### config.mk
export PLATFORM = sky130hd
export DESIGN_NAME = unary_expander
export DESIGN_NICKNAME = d
export VERILOG_FILES = /design/src/rtl/unary_expander.sv
export SDC_FILE = /design/constraint.sdc
export NUM_CORES = 1
export LEC_CHECK = 0
export CORE_AREA = 2 2 59 61
export DETAILED_ROUTE_END_ITERATION = 12
export DIE_AREA = 0 0 61 63
export PLACE_DENSITY_LB_ADDON = 0.12
export SLEW_MARGIN = 0
export SYNTH_ARGS = -nofsm -noshare
export SYNTH_HDL_FRONTEND = slang
export SYNTH_SLANG_ARGS = --single-unit
### constraint.sdc
create_clock -name clk -period 1.9 [get_ports clk]
set_clock_uncertainty 0.05 [all_clocks]
set_input_delay 0.285 -clock clk [delete_from_list [all_inputs] [get_ports clk]]
set_output_delay 0.285 -clock clk [all_outputs]
set_load 0.01 [all_outputs]
### src/rtl/unary_expander.sv
// Thermometer-code builder: turns a ones-count into an N-bit word with bits [k-1:0] set,
// inserting one bit per clock from the MSB side, with valid/ready on both ends.
module unary_expander #(
    parameter int N = 20,
    localparam int W = $clog2(N + 1)
) (
    input  logic         clk,
    input  logic         rst_n,
    input  logic         in_valid,
    output logic         in_ready,
    input  logic [W-1:0] in_count,
    output logic         out_valid,
    input  logic         out_ready,
    output logic [N-1:0] out_vec,
    output logic         out_sat
);
    localparam int CW = (N > 1) ? $clog2(N) : 1;
    localparam logic [W-1:0]  N_W  = W'(N);
    localparam logic [CW-1:0] LAST = CW'(N - 1);

    typedef enum logic [1:0] {IDLE, BUILD, HOLD} state_t;

    state_t        state_q, state_d;
    logic [N-1:0]  sr;
    logic [N-1:0]  sr_next;
    logic [W-1:0]  rem;
    logic [CW-1:0] bcnt;
    logic          sat;

    // Ones go in at the MSB first, so after N shifts they have walked down to bit 0.
    generate
        if (N > 1) begin : g_shift
            assign sr_next = {(rem != '0), sr[N-1:1]};
        end else begin : g_shift1
            assign sr_next = (rem != '0);
        end
    endgenerate

    always_ff @(posedge clk or negedge rst_n) begin
        if (!rst_n) state_q <= IDLE;
        else        state_q <= state_d;
    end

    always_comb begin
        state_d   = state_q;
        in_ready  = 1'b0;
        out_valid = 1'b0;
        case (state_q)
            IDLE: begin
                in_ready = 1'b1;
                if (in_valid) state_d = BUILD;
            end
            BUILD: begin
                if (bcnt == LAST) state_d = HOLD;
            end
            HOLD: begin
                out_valid = 1'b1;
                if (out_ready) state_d = IDLE;
            end
            default: state_d = IDLE;
        endcase
    end

    always_ff @(posedge clk or negedge rst_n) begin
        if (!rst_n) begin
            sr   <= '0;
            rem  <= '0;
            bcnt <= '0;
            sat  <= 1'b0;
        end else begin
            case (state_q)
                IDLE: begin
                    if (in_valid) begin
                        rem  <= (in_count > N_W) ? N_W : in_count;
                        sat  <= (in_count > N_W);
                        sr   <= '0;
                        bcnt <= '0;
                    end
                end
                BUILD: begin
                    sr <= sr_next;
                    if (rem != '0) rem <= rem - W'(1);
                    // Parks at N-1 on the final shift rather than wrapping.
                    if (bcnt != LAST) bcnt <= bcnt + CW'(1);
                end
                default: ;
            endcase
        end
    end

    assign out_vec = sr;
    assign out_sat = sat;
endmodule

==> results.md <==
Run status:
- The run finished with clean final reports.

Synthesis:
- The count of warnings emitted by yosys is 0.
- In this run, synthesis inferred 0 flip-flops with an integrated enable.
- The fraction of registers with async set or reset after synthesis is between 90% and 100%.
- When the netlist entered floorplanning its net count stood at 176.
- The number of instances in the synthesized netlist is 165.
- In the synthesized netlist the dominant register cell turns out to be sky130_fd_sc_hd__dfrtp_1.
- The average instance in the mapped netlist occupies between 9 and 10 sq um.
- After synthesis the cells add up to about 1600 sq um.
- The proportion of synthesized chip area in sequential cells is around 53%.
- Counting distinct cell types in the post-synthesis netlist gives 38.
- The number of flip-flops and latches in the synthesized netlist is 33.

Pwr:
- In this run the power density over the cells is 1783 nW/um^2.
- The analysis attributes to cell leakage a power of between 0.0009 and 0.001 uW.
- The internal cell power is between 2000 and 2500 uW.
- The sequential fraction of design power is 36.9%.
- The total power is ~3600 uW.
- The power share of the combinational group is roughly 53%.
- The power spent charging and discharging nets is 1425 uW.
- The clock network burns 10.0% of the power.
- Net switching is between 30% and 40% of the power.
- The maximum vdd drop is 0.7611 mV.

Floorplan:
- The core region is 3232 sq um.
- For this configuration, the core starts out at a cell density of 48.28%.
- The number of placed I/O pins is 32.
- After floorplanning, the core was divided into 21 placement rows.
- The die is 61 um wide.
- Measured along the y axis, the die boundary spans 63 um.
- The die covers 3843 sq um.

CTS:
- After clock tree synthesis, the flow added hold-fix buffers numbering 0.
- The H-tree generated during clock tree synthesis spans 2 levels.
- The clock root buffer is sky130_fd_sc_hd__clkbuf_4.
- In this run, CTS created clock tree buffers numbering 5.
- After clock tree synthesis, the clock-pin slew on the worst setup and hold paths is 0.10 ns.
- TritonCTS built the clock tree.
- The number of clock sinks is 33.
- The worst-skew pair later-pin latency is ~0.33 ns.
- Counting along the longest clock path gives a buffer depth of 2.

Critical path:
- Of all nets on the critical path, the largest fanout is 8.
- The data arrival at the endpoint of the critical path is 1.49 ns.
- The critical path class is reg -> out.
- The kind of capture point of the worst setup path is an output port.
- The critical path startpoint category is a register.
- At the worst endpoint, the required time is 1.56 ns.

Global route:
- Global routing consumed, over all layers together, a little under a fifth of the routing resources.
- For this run the aggregate overflow at the end of global routing stands at 0.
- The pin count of the biggest net entering global routing is 34.
- The number of global-route vias before repair is 1253.
- The number of antenna violations at the first check in global routing is 0.
- The first global-routing pass estimated 5.547 mm of wire.

Place:
- The wire-length estimate of the detail-placed layout is between 2 and 2.5 mm.
- Counting tap cells, the placed design contains a total of 240 instances.
- The final weighted congestion in routability-driven placement is 0.8177.
- The number of buffers inserted by port buffering is 31.

Final layout:
- The number of nets in the finished design is about 220.
- For this run, the number of standard cells in the final layout without fillers is 253.
- The number of antenna diodes in the final layout is 0.
- The layout cell share with drive strength beyond 1 is around an eighth.
- The total of fill cells in the finished design is 274.
- Cells fill 63.03% of the core in the end.
- From synthesis to final layout, the design area changed by 30.55%.

Min path:
- In this run the worst hold path is classified as in -> async.

Routing:
- The detailed-route DRC error count is 0.
- The final routed wire length divided by cell count is 12.65 um.
- The average vias per placed instance is 5.241.
- The total detailed-routing wirelength is 3.201 mm.
- The detailed router finished its first iteration with a little under 100 violations.
- In this run the remaining antenna-violating nets after routing total 0.
- Detailed routing inserted a total of approximately 1300 vias.
- For this run, the detailed router's first-pass iteration total came to 4.

STA:
- The normalized max-slew margin is 64.07%.
- The worst path uses 96.03% of the clock period.
- The time the final worst path needs with I/O delays and setup is 1.825 ns.
- The tightest hold margin is 0.2983 ns.
- Static timing analysis puts the maximum clock frequency at approximately 0.55 GHz.
- The total of endpoints with negative setup slack in the final report is 0.
- The hold violation total from the final report is 0.
- At the pin with the least slew margin, the transition time is between 0.5 and 0.6 ns.
- The max-slew violation count was 0.

Run:
- The tool flagged a number of max-cap violations equal to 0.
[per-stage QoR]
step	TNS [ns]	setup WS, ns	area, sq um
detailed placement	0	0.002834	1938
CTS	0	0.01349	1994
global placement	0	0.05577	1938
finish	0	0.07542	2037
global route	-0.008051	-0.004781	2037
floorplan	0	0.3601	1560
[Yosys cell counts (all sizes together) (3+ instances only)]
master | count | share of area, %
nand2 | 43 | 10
dfrtp | 33 | 53
nand3 | 20 | 6.4
buf | 7 | 2.5
inv | 5 | 1.2
a21oi | 4 | 1.3
nor2 | 4 | 0.96
nor2b | 4 | 1.6
o21ai | 4 | 1.3
a22o | 3 | 1.7
clkbuf | 3 | 0.72
or3 | 3 | 1.2
[state kept, by name (all words and copies together) (netlist names)]
name,cells
rem,5
bcnt,5
state_q,2
out_sat,1
out_vec,20
[worst paths after layout]
check                      slack, ns        start  depth (start not counted)           to
max                             0.08   state_q[1]                          2    out_valid
min                             0.30        rst_n                          2       rem[0]
max reg2reg                     0.14       rem[0]                          6       rem[1]
min reg2reg                     0.45  out_vec[12]                          2  out_vec[11]
max in group asynchronous       1.18        rst_n                          2   state_q[0]
min in group clk                0.45  out_vec[12]                          2  out_vec[11]
[what timing repair did]
item	in CTS	in global routing
setup endpoints to repair	2	2
buffers inserted	0	5
resized for setup	3	0
[layer usage]
metal	global-route usage [%]	routed length [um]	vias to the layer above
met2	29.57	1493	26
met3	6.211	136	4
met1	25.33	1539	643
met4	4.891	31	0
met5	0	0	-
li1	-	-	653
[power by group through the flow]
stage | logic [uW] | registers [uW] | clock network [uW]
after detailed placement | 1880 | 1360 | 0
after CTS | 1880 | 1360 | 380
after global routing | 2170 | 1390 | 419
after floorplan | 1080 | 1380 | 0
final | 1930 | 1340 | 363
after global placement | 1830 | 1340 | 0
[cells in the final DEF (no fill, tap or decap), types with 2 or more instances in the layout]
cell type	Yosys	layout
sky130_fd_sc_hd__nand3_1	20	20
sky130_fd_sc_hd__a31oi_1	2	2
sky130_fd_sc_hd__clkdlybuf4s50_1	0	31
sky130_fd_sc_hd__nor2_1	4	4
sky130_fd_sc_hd__nor4b_1	2	2
sky130_fd_sc_hd__nor3b_1	2	2
sky130_fd_sc_hd__nand2_1	43	43
sky130_fd_sc_hd__mux2_2	2	2
sky130_fd_sc_hd__a22o_1	3	3
sky130_fd_sc_hd__or3_1	3	3
sky130_fd_sc_hd__mux2i_1	2	2
sky130_fd_sc_hd__inv_1	5	5
sky130_fd_sc_hd__o211ai_1	2	2
sky130_fd_sc_hd__clkinv_2	0	2
sky130_fd_sc_hd__nor2b_1	4	3
sky130_fd_sc_hd__ha_1	2	2
sky130_fd_sc_hd__a21oi_1	4	4
sky130_fd_sc_hd__buf_4	0	12
sky130_fd_sc_hd__dfrtp_2	0	2
sky130_fd_sc_hd__dfrtp_1	33	31
sky130_fd_sc_hd__o21ai_0	4	4
sky130_fd_sc_hd__clkbuf_4	0	5
sky130_fd_sc_hd__o31ai_1	2	2
[worst max-delay path: stages, from the launching register on]
cell and delay, ns:
sky130_fd_sc_hd__dfrtp_2 0.44, sky130_fd_sc_hd__nor2b_2 0.19, sky130_fd_sc_hd__clkdlybuf4s50_1 0.54
[final cells by class]
cell class	count	area, sq um	area share, %
clock buffer	6	41.29	2.027
sequential	33	828.3	40.66
inverter	5	18.77	0.9214
multi-input combinational	117	668.1	32.80
timing repair buffer	44	412.9	20.27
tap	46	57.56	2.826
clock inverter	2	10.01	0.4914
[kinds of logic after synthesis]
family	after synthesis	share of synthesized area [%]
adders and majority gates	2	1.604
buffers and inverters	15	4.411
AOI/OAI and AO/OA	24	11.39
muxes	4	2.726
and+or+nand+nor	86	26.38
DFF	33	52.93
xor gates and xnor gates	1	0.5614
No activity file was read; power rests on OpenSTA's default activity.
